<file path="src/rtl/cpu_attack_fsm.sv">
// CPU attack sequencer: turns a sampled attack type into windup, strike and
// recovery phases timed in game ticks, with a one-clock hit strobe at strike entry.
module cpu_attack_fsm #(
  parameter int LIGHT_WINDUP = 4,
  parameter int HEAVY_WINDUP = 10,
  parameter int LIGHT_ACTIVE = 2,
  parameter int HEAVY_ACTIVE = 3,
  parameter int RECOVER      = 6,
  parameter int LIGHT_DMG    = 2,
  parameter int HEAVY_DMG    = 5,
  parameter int CNT_W        = 5
) (
  input  logic       i_clk,
  input  logic       i_reset,
  input  logic       i_tick,
  input  logic       i_enable,
  input  logic [1:0] i_cpu_type,
  input  logic       i_player_block,
  output logic [1:0] o_state,
  output logic       o_telegraph,
  output logic       o_attack_active,
  output logic       o_hit_strobe,
  output logic [3:0] o_damage,
  output logic       o_heavy,
  output logic [7:0] o_hit_count
);

  typedef enum logic [1:0] {
    S_IDLE    = 2'b00,
    S_WINDUP  = 2'b01,
    S_STRIKE  = 2'b10,
    S_RECOVER = 2'b11
  } state_t;

  localparam logic [CNT_W-1:0] L_WIND = CNT_W'(LIGHT_WINDUP);
  localparam logic [CNT_W-1:0] H_WIND = CNT_W'(HEAVY_WINDUP);
  localparam logic [CNT_W-1:0] L_ACT  = CNT_W'(LIGHT_ACTIVE);
  localparam logic [CNT_W-1:0] H_ACT  = CNT_W'(HEAVY_ACTIVE);
  localparam logic [CNT_W-1:0] REC    = CNT_W'(RECOVER);
  localparam logic [CNT_W-1:0] ONE    = CNT_W'(1);
  localparam logic [3:0]       L_DMG  = 4'(LIGHT_DMG);
  localparam logic [3:0]       H_DMG  = 4'(HEAVY_DMG);

  state_t           state_reg, state_next;
  logic [CNT_W-1:0] cnt_reg, cnt_next;
  logic             heavy_reg, heavy_next;
  logic             strobe_reg, strobe_next;
  logic [3:0]       damage_reg, damage_next;
  logic [7:0]       count_reg, count_next;
  logic [3:0]       base_dmg;

  always_ff @(posedge i_clk) begin
    if (i_reset) begin
      state_reg  <= S_IDLE;
      cnt_reg    <= '0;
      heavy_reg  <= 1'b0;
      strobe_reg <= 1'b0;
      damage_reg <= '0;
      count_reg  <= '0;
    end else begin
      state_reg  <= state_next;
      cnt_reg    <= cnt_next;
      heavy_reg  <= heavy_next;
      strobe_reg <= strobe_next;
      damage_reg <= damage_next;
      count_reg  <= count_next;
    end
  end

  assign base_dmg = heavy_reg ? H_DMG : L_DMG;

  always_comb begin
    state_next  = state_reg;
    cnt_next    = cnt_reg;
    heavy_next  = heavy_reg;
    strobe_next = 1'b0;
    damage_next = '0;
    count_next  = count_reg;
    // Abort wins over everything, including a coincident strike entry
    if (!i_enable) begin
      state_next = S_IDLE;
      cnt_next   = '0;
      heavy_next = 1'b0;
    end else begin
      case (state_reg)
        S_IDLE: begin
          if (i_tick && (i_cpu_type == 2'b01 || i_cpu_type == 2'b10)) begin
            heavy_next = i_cpu_type[1];
            cnt_next   = i_cpu_type[1] ? H_WIND : L_WIND;
            state_next = S_WINDUP;
          end
        end
        S_WINDUP: begin
          if (i_tick) begin
            if (cnt_reg == ONE) begin
              state_next  = S_STRIKE;
              cnt_next    = heavy_reg ? H_ACT : L_ACT;
              strobe_next = 1'b1;
              damage_next = i_player_block ? (base_dmg >> 1) : base_dmg;
              if (count_reg != 8'hFF) count_next = count_reg + 8'd1;
            end else begin
              cnt_next = cnt_reg - ONE;
            end
          end
        end
        S_STRIKE: begin
          if (i_tick) begin
            if (cnt_reg == ONE) begin
              state_next = S_RECOVER;
              cnt_next   = REC;
            end else begin
              cnt_next = cnt_reg - ONE;
            end
          end
        end
        default: begin
          if (i_tick) begin
            if (cnt_reg == ONE) begin
              state_next = S_IDLE;
              cnt_next   = '0;
            end else begin
              cnt_next = cnt_reg - ONE;
            end
          end
        end
      endcase
    end
  end

  assign o_state         = state_reg;
  assign o_telegraph     = (state_reg == S_WINDUP);
  assign o_attack_active = (state_reg == S_STRIKE);
  assign o_hit_strobe    = strobe_reg;
  assign o_damage        = damage_reg;
  assign o_heavy         = heavy_reg;
  assign o_hit_count     = count_reg;

endmodule
</file>
<file path="config.mk">
export PLATFORM = sky130hd
export DESIGN_NAME = cpu_attack_fsm
export DESIGN_NICKNAME = d
export VERILOG_FILES = /design/src/rtl/cpu_attack_fsm.sv
export SDC_FILE = /design/constraint.sdc
export NUM_CORES = 1
export LEC_CHECK = 0
export BUFFER_PORTS_ARGS = -buffer_cell sky130_fd_sc_hd__buf_2
export CAP_MARGIN = 5
export CORE_MARGIN = 5
export CORE_UTILIZATION = 47
export DETAILED_ROUTE_END_ITERATION = 8
export PLACE_DENSITY = 0.7
export SETUP_SLACK_MARGIN = 0.4
export SLEW_MARGIN = 15
export SYNTH_ARGS = -nofsm -noshare
export SYNTH_HDL_FRONTEND = slang
export SYNTH_SLANG_ARGS = --single-unit
</file>
<file path="constraint.sdc">
create_clock -name i_clk -period 1.55 [get_ports i_clk]
set_input_delay 0.155 -clock i_clk [delete_from_list [all_inputs] [get_ports i_clk]]
set_output_delay 0.155 -clock i_clk [all_outputs]
set_load 0.03 [all_outputs]
</file>
Yosys cells after proc, flatten, opt, wreduce, memory -nomap -nowiden
Cells that the tools add are included.
{"block": "totals", "ff_bits": 21, "latch_bits": 0, "mem_bits_rw": 0, "mem_bits_ro": 0, "in_bits": 7, "output_inout_bits": 18, "wordCells": 58, "n_memories": 0}
{"block": "op_classes", "n_addsub": 2, "mul": 0, "div": 0, "n_lt_le_gt_ge": 0, "n_eq_ne": 11, "n_shift": 0, "n_mux": 21, "bitwise": 4, "n_reduce_logical": 13}
{"op": "two-way mux 5 bit", "count": 7}
{"op": "case mux 5 bit (3 select lines)", "count": 1}
{"op": "two-way mux 2 bit", "count": 7}
{"op": "adder 8 x 1 -> 8 bit, second input constant", "count": 1}
{"op": "!= test 8 bit, second input constant", "count": 1}
{"op": "AND reduction 7 bit", "count": 1}
{"op": "two-way mux 3 bit", "count": 2}
{"op": "!= test 2 bit, second input constant", "count": 3}
{"op": "case mux 2 bit (3 select lines)", "count": 1}
{"op": "OR reduction 6 bit", "count": 1}
{"op": "== test 5 x 1 -> 1 bit, second input constant", "count": 1}
{"op": "AND reduction 5 bit", "count": 1}
{"op": "OR reduction 5 bit", "count": 1}
{"op": "subtractor 5 x 1 -> 5 bit, second input constant", "count": 1}
{"op": "== test 2 x 1 -> 1 bit, second input constant", "count": 2}
{"op": "== test 2 bit, second input constant", "count": 2}
{"op": "two-way mux 4 bit", "count": 1}
{"op": "!= test 2 x 1 -> 1 bit, second input constant", "count": 2}
{"op": "inverter 1 bit", "count": 4}
{"op": "AND reduction 4 bit", "count": 1}
{"op": "nonzero test 2 bit", "count": 2}
{"op": "OR reduction 4 bit", "count": 1}
{"op": "zero test 2 bit", "count": 1}
{"op": "two-way mux 1 bit", "count": 2}
{"op": "4 further kinds", "count": 4}

Longest topological paths before layout
Gate-level depths: netlist of the first run.
{"block": "depth", "depth_word": 5, "mapped_depth": 6, "ltp_nobuf": 6}

Least setup slack after synthesis of the first run
Ideal clock, no wire load.
{"block": "synth_path", "kind": "register to register", "from": "reg state_reg[0], in the netlist o_state[0]", "to": "reg count_reg[3], in the netlist o_hit_count[3]", "setup_time_ns": 0.070, "arrival_ns": 2.049, "required_ns": 1.480, "slack_ns": -0.569, "stages_incl_launch_ff": 6, "n_path_buf": 0, "synth_period_minus_slack_ns": 2.119, "cell_sequence": "dfxtp_1 ha_1 and3_1 nand3_2 or4_1 a21oi_1"}
{"block": "synth_between", "elab_chain_cells": 2}
{"item": "from (decl)", "line": "44", "source": "state_t state_reg, state_next;"}
{"item": "from (signal assigned)", "line": "61", "source": "state_reg <= state_next;"}
{"item": "== test 2 x 1 -> 1 bit"}
{"item": "named net o_telegraph", "line": "20", "source": "output logic o_telegraph,"}
{"item": "AND reduction 5 bit (no line)"}
{"item": "to (signal assigned)", "line": "66", "source": "count_reg <= count_next;"}
{"item": "to (decl)", "line": "49", "source": "logic [7:0] count_reg, count_next;"}
The timed path passes the listed nets, and every way through them passes these cells.
A chain may end at the register's enable or synchronous reset.

Worst setup path in the final report of the first run
{"block": "layout_path", "from": "reg state_reg[1], in the netlist o_state[1]", "to": "reg count_reg[6], in the netlist o_hit_count[6]"}
{"block": "layout_between", "elab_chain_cells": 2}
{"item": "== test 2 x 1 -> 1 bit", "line": "85", "source": "case (state_reg)"}
{"item": "AND reduction 5 bit (no line)"}
Every way passes these cells.

==> metrics, run 1 <==
flop2flop setup slack -0.08 ns; TritonCTS buffer count 3; final number of hold-violating endpoints 0; Initial Util 50.0%; worst hold path class input port to flop; core region area 2230 um2; slowest stage cell on the critical path dfxtp_4; Area Growth Syn to Fin 54.3%; Post-Synthesis Cells 130; PD cells 571 nW/um2; worst hold path depth 2; top cell type's share of synthesized area 35.8%; CTS root buf clkbuf_4; register bit count reported by yosys 20; CTS tree yes; Worst-path clk slew 0.11 ns; Syn Nets 144; fin worst setup slack -0.0791 ns; worst r2r dst o_hit_count[6]$_SDFFE_PP0P_; die area 3450 um2; unrepaired setup endpoints after global routing yes; initial DRC count 61; Syn. warnings 0; Die Wd 58.8 um; H-tree levels 1; Vias/cell 5.87; Pins Over Slew Limit 0; Largest register FFs 8; ranking of synthesized cells by area dfxtp_1 (36%), ha_1 (7.8%), a21oi_1 (4.5%); largest net degree at the start of global routing 12; post-synth cell types 44; Post-DP HPWL 2.18 mm; All-Layer GR Usage 19.3%; routed len/inst 16.1 um; Design Power 0.984 mW; fin crit share 105%; min Tclk post-route 1.63 ns; CP Class flop to flop; latest clock arrival within the worst-skew pair 0.29 ns; crit path max fanout 4; initial antenna violation count 0; critical path endpoint category flop; Leak 0.674 nW; row count 17; share of cells above drive strength 1 55.8%; endpoints failing setup 6; drt total wl 3.36 mm; CTS max path bufs 2; hold path endpoint o_damage[2]$_SDFF_PP0_; IO Pins 25; Crit path largest cell delay 0.38 ns; r2r startpoint o_state[1]$_SDFFE_PP0P_; outcome complete, but fails checks; failing checks negative setup slack; DRT antenna net count 0; number of synthesized flops with an enable pin 0; crit start category flop; Avg Cell Area, Syn 8.59 um2; f_max 0.614 GHz; clock sinks 20; worst vdd ir 0.000432 V; Port-buffer cells 23; nets 196; most common cell in the netlist dfxtp_1; Die Ht 58.8 um; # diodes 0; Post-Syn Area 1120 um2; top post-synthesis cells by count dfxtp_1 (20), a21oi_1 (10), nand2_1 (10); Max Cap Viol 0; vias 1226; Async SR Flop Fraction 0%; Hold Startpoint i_player_block; Worst Skew 0.00146 ns; Arr. time, crit path 1.82 ns; vias in the first global route 1162; hold slack 0.0366 ns; CP required 1.74 ns; worst path cell trace inv_4 > ha_4 > and3_4 > nand4_1 > nor4_2 > mux2_2; Seq/Total Area, Yosys 35.8%; Residual DRC 0; first-pass GRT wire length 5.22 mm; predominant post-synthesis flop cell dfxtp_1; R2R depth 6; first-pass detailed-route iteration total 4; cell taking the most area after synthesis dfxtp_1; gp weighted congestion 0.929; grt total ovfl 0
[how the worst max path moves through the flow]
stage                                  from                          end  cells past startpoint
finish              o_state[1]$_SDFFE_PP0P_  o_hit_count[6]$_SDFFE_PP0P_                      6
global route        o_state[1]$_SDFFE_PP0P_  o_hit_count[6]$_SDFFE_PP0P_                      6
CTS                 o_state[1]$_SDFFE_PP0P_  o_hit_count[3]$_SDFFE_PP0P_                      6
detailed placement  cnt_reg[1]$_SDFFE_PP0P_      cnt_reg[0]$_SDFFE_PP0P_                      7
global placement    cnt_reg[0]$_SDFFE_PP0P_      cnt_reg[3]$_SDFFE_PP0P_                      5
floorplan           o_state[1]$_SDFFE_PP0P_  o_hit_count[3]$_SDFFE_PP0P_                      6
[critical path, delay by kind of cell (launching register included)]
| family | cells | cell delay (ns) |
|---|---|---|
| simple gates | 3 | 0.60 |
| flops | 1 | 0.38 |
| mux | 1 | 0.37 |
| fa+ha+maj | 1 | 0.13 |
| buf+inv | 1 | 0.06 |
[where the power goes]
| part | internal, mW | total (mW) | switching, mW |
|---|---|---|---|
| registers | 0.518 | 0.528 | 0.0102 |
| clock network | 0.100 | 0.254 | 0.154 |
| logic | 0.0933 | 0.201 | 0.108 |
| total | 0.711 | 0.984 | 0.272 |
[cell families after synthesis]
family                   synth area share [%]
adder cells (fa/ha/maj)                  7.84
AO/OA/AOI/OAI                            20.5
flip-flops                               35.8
buffers and inverters                    4.03
XOR/XNOR                                 1.57
AND/OR/NAND/NOR                          28.0
multiplexers                             1.90
other                                   0.336
[layout by cell type, fill, tap and decap left out, types with 5 or more instances in the layout]
cell type,netlist,layout
a21oi_2,1,6
buf_6,0,7
dfxtp_2,0,6
nand2_1,10,10
buf_2,0,18
nor2_1,9,8
inv_1,9,5
buf_4,1,23
a21oi_1,10,5
dfxtp_1,20,12
[area by class of cell]
class | count | area, um2
Tap cell | 28 | 35.0
Sequential cell | 20 | 415
Fill cell | 150 | 509
Multi-Input combinational cell | 99 | 862
Timing Repair Buffer | 49 | 349
Inverter | 9 | 36.3
Clock buffer | 4 | 26.3
[what timing repair did]
item	CTS	global route
endpoints found under the setup margin	21	28
gates resized for setup	31	26
pin swaps	10	12
buffers inserted	4	2
hold buffers	0	0
[metrics by stage]
step           setup slack, ns  TNS (ns)  util [%]  instances  cell area, um2
4_1_cts                -0.0454    -0.113      71.9        207            1610
3_5_place_dp           -0.0846    -0.387      64.8        199            1450
6_report               -0.0791    -0.222      77.2        209            1720
3_3_place_gp           -0.0405   -0.0405      64.8        199            1450
5_1_grt                 -0.203    -0.950      77.2        209            1720
2_1_floorplan           -0.160    -0.755         -        130            1160
[routing by layer]
| metal | track usage [%] | wire length, um | vias to the layer above |
|---|---|---|---|
| met5 | 0 | 0 | - |
| met2 | 35.0 | 1790 | 39 |
| li1 | - | - | 588 |
| met1 | 21.2 | 1350 | 589 |
| met4 | 10.4 | 88 | 0 |
| met3 | 3.07 | 135 | 10 |
Note: power is estimated with default switching activity, not from simulation.
==> run 2: changes to the inputs <==
CORE_ASPECT_RATIO = 0.7   (was default)
CTS_BUF_LIST = sky130_fd_sc_hd__clkbuf_16   (was default)
==> run 2 against run 1 <==
  * The flow still finishes with violations (negative setup slack)
  * Register-to-register slack lost 0.14 ns
  * Final cell count grew 11%
  * Die area grew 0.46%
  * Critical path depth rose by 2
  * Non-clock buffer count grew 20
  * Global-route usage is 9.0 points higher
  * Fmax decreased by 8.1%
  * Core utilization increased by 14 points
  * Hold slack improved by 0.076 ns
  * Clock-buffer cell count fell by 1
  * Power up 33%
  * Largest cell class unchanged
  * Largest power group unchanged
==> metrics, run 2 (synthesis results as in run 1) <==
CP required 1.71 ns (was 1.74 ns); vias in the first global route 1363 (was 1162); R2R depth 8 (was 6); H-tree levels 1 (unchanged); TritonCTS buffer count 3 (unchanged); row count 14 (was 17); largest net degree at the start of global routing 12 (unchanged); hold path endpoint o_damage[2]$_SDFF_PP0_ (unchanged); crit path max fanout 6 (was 4); final instance area 2020 um2 (was 1720 um2); Met1 Routed Length 2.05 mm (was 1.35 mm); worst vdd ir 0.000656 V (was 0.000432 V); WL met3 595 um (was 135 um); vias 1506 (was 1226); IO Pins 25 (unchanged); fin crit share 114% (was 105%); grt total ovfl 0 (unchanged); drt total wl 5.41 mm (was 3.36 mm); initial antenna violation count 0 (unchanged); routed len/inst 23.2 um (was 16.1 um); flop2flop setup slack -0.22 ns (was -0.08 ns); core region area 2210 um2 (was 2230 um2); Max Cap Viol 0 (unchanged); outcome complete, but fails checks (unchanged); final number of hold-violating endpoints 0 (unchanged); CP Class flop to flop (unchanged); Max Used Layer met4 (unchanged); # diodes 0 (unchanged); Die Wd 68.3 um (was 58.8 um); Post-DP HPWL 2.38 mm (was 2.18 mm); Worst Skew 0.00414 ns (was 0.00146 ns); commonest non-fill, non-tap cell in the layout buf_4 (unchanged); Residual DRC 0 (unchanged); Largest register FFs 8 (unchanged); critical path endpoint category flop (unchanged); endpoints failing setup 17 (was 6); Port-buffer cells 23 (unchanged); unrepaired setup endpoints after global routing yes (unchanged); first-pass GRT wire length 7.20 mm (was 5.22 mm); crit start category flop (unchanged); Arr. time, crit path 1.93 ns (was 1.82 ns); clock sinks 20 (unchanged); CTS tree yes (unchanged); PD cells 649 nW/um2 (was 571 nW/um2); Worst-path clk slew 0.05 ns (was 0.11 ns); latest clock arrival within the worst-skew pair 0.25 ns (was 0.29 ns); worst r2r dst o_hit_count[0]$_SDFFE_PP0P_ (was o_hit_count[6]$_SDFFE_PP0P_); first-pass detailed-route iteration total 5 (was 4); fin worst setup slack -0.222 ns (was -0.0791 ns); f_max 0.564 GHz (was 0.614 GHz); DRT antenna net count 0 (unchanged); worst hold path depth 2 (unchanged); most frequent cells in the layout buf_4 (32), buf_2 (21), dfxtp_1 (14) (was buf_4 (23), buf_2 (18), dfxtp_1 (12)); Vias/cell 6.46 (was 5.87); initial DRC count 215 (was 61); All-Layer GR Usage 28.3% (was 19.3%); Pins Over Slew Limit 0 (unchanged); nets 216 (was 196); met2 WL post-DR 2.48 mm (was 1.79 mm); Initial Util 50.6% (was 50.0%); Hold Startpoint i_player_block (unchanged); gp weighted congestion 0.869 (was 0.929); die area 3470 um2 (was 3450 um2); CTS root buf clkbuf_16 (was clkbuf_4); Leak 0.842 nW (was 0.674 nW); min Tclk post-route 1.77 ns (was 1.63 ns); r2r startpoint o_state[1]$_SDFFE_PP0P_ (unchanged); share of cells above drive strength 1 58.2% (was 55.8%); Die Ht 50.8 um (was 58.8 um); Area Growth Syn to Fin 80.4% (was 54.3%); Cell Area, Placed 1470 um2 (was 1450 um2); hold slack 0.113 ns (was 0.0366 ns); worst hold path class input port to flop (unchanged); failing checks negative setup slack (unchanged); CTS max path bufs 2 (unchanged)
==> run 2: how the worst max path moves through the flow <==
| stage | startpoint | endpoint | slack, ns |
|---|---|---|---|
| after floorplan | o_state[1]$_SDFFE_PP0P_ | o_hit_count[3]$_SDFFE_PP0P_ | -0.16 |
| after global placement | cnt_reg[1]$_SDFFE_PP0P_ | o_hit_count[6]$_SDFFE_PP0P_ | -0.09 |
| after detailed placement | cnt_reg[1]$_SDFFE_PP0P_ | o_hit_count[6]$_SDFFE_PP0P_ | -0.14 |
| after CTS | o_state[1]$_SDFFE_PP0P_ | o_hit_count[6]$_SDFFE_PP0P_ | -0.07 |
| after global routing | o_state[1]$_SDFFE_PP0P_ | o_hit_count[7]$_SDFFE_PP0P_ | -0.26 |
| final | o_state[1]$_SDFFE_PP0P_ | o_hit_count[0]$_SDFFE_PP0P_ | -0.22 |
==> run 2: layer usage <==
metal  vias up  GRT usage [%]
met1       698           35.6
met2       146           45.8
li1        626              -
met5         -              0
met3        36           7.81
met4         0           10.6
==> run 2: final cells by class <==
cell class                 count  area (um2)
tap                           32        40.0
inverter                       9        36.3
fill                          89         191
multi-input combinational     99         901
sequential                    20         413
clock inverter                 1        3.75
clock buffer                   3        75.1
timing repair buffer          69         547
==> run 2: power breakdown <==
| group | switching [mW] | internal (mW) |
|---|---|---|
| Sequential | 0.0121 | 0.519 |
| Combinational | 0.136 | 0.118 |
| Clock | 0.180 | 0.343 |
| Total | 0.328 | 0.981 |
==> run 2: per-stage QoR <==
| step | setup WS [ns] | power [mW] | std cells | TNS [ns] | util (%) |
|---|---|---|---|---|---|
| 2_1_floorplan | -0.160 | 0.635 | 130 | -0.755 | - |
| 4_1_cts | -0.0691 | 1.26 | 226 | -0.117 | 84.9 |
| 3_3_place_gp | -0.0892 | 0.695 | 204 | -0.183 | 66.7 |
| 6_report | -0.222 | 1.31 | 233 | -1.37 | 91.3 |
| 5_1_grt | -0.262 | 1.35 | 233 | -2.18 | 91.3 |
| 3_5_place_dp | -0.138 | 0.699 | 204 | -0.529 | 66.7 |
==> run 2: critical path, cell delays in order (launching register included) <==
cell and delay (ns):
dfxtp_4 0.36, inv_4 0.06, ha_4 0.15, and3_4 0.20
buf_12 0.11, nand3_4 0.09, buf_6 0.14, or3_1 0.35
a21oi_1 0.21
==> run 2: timing repair <==
| action | in CTS | in global routing |
|---|---|---|
| setup buffers | 18 | 7 |
| endpoints found under the setup margin | 22 | 23 |
| hold endpoints to repair | 0 | 0 |
| gates resized for setup | 43 | 20 |
| pin swaps | 27 | 15 |
| hold buffers | 0 | 0 |
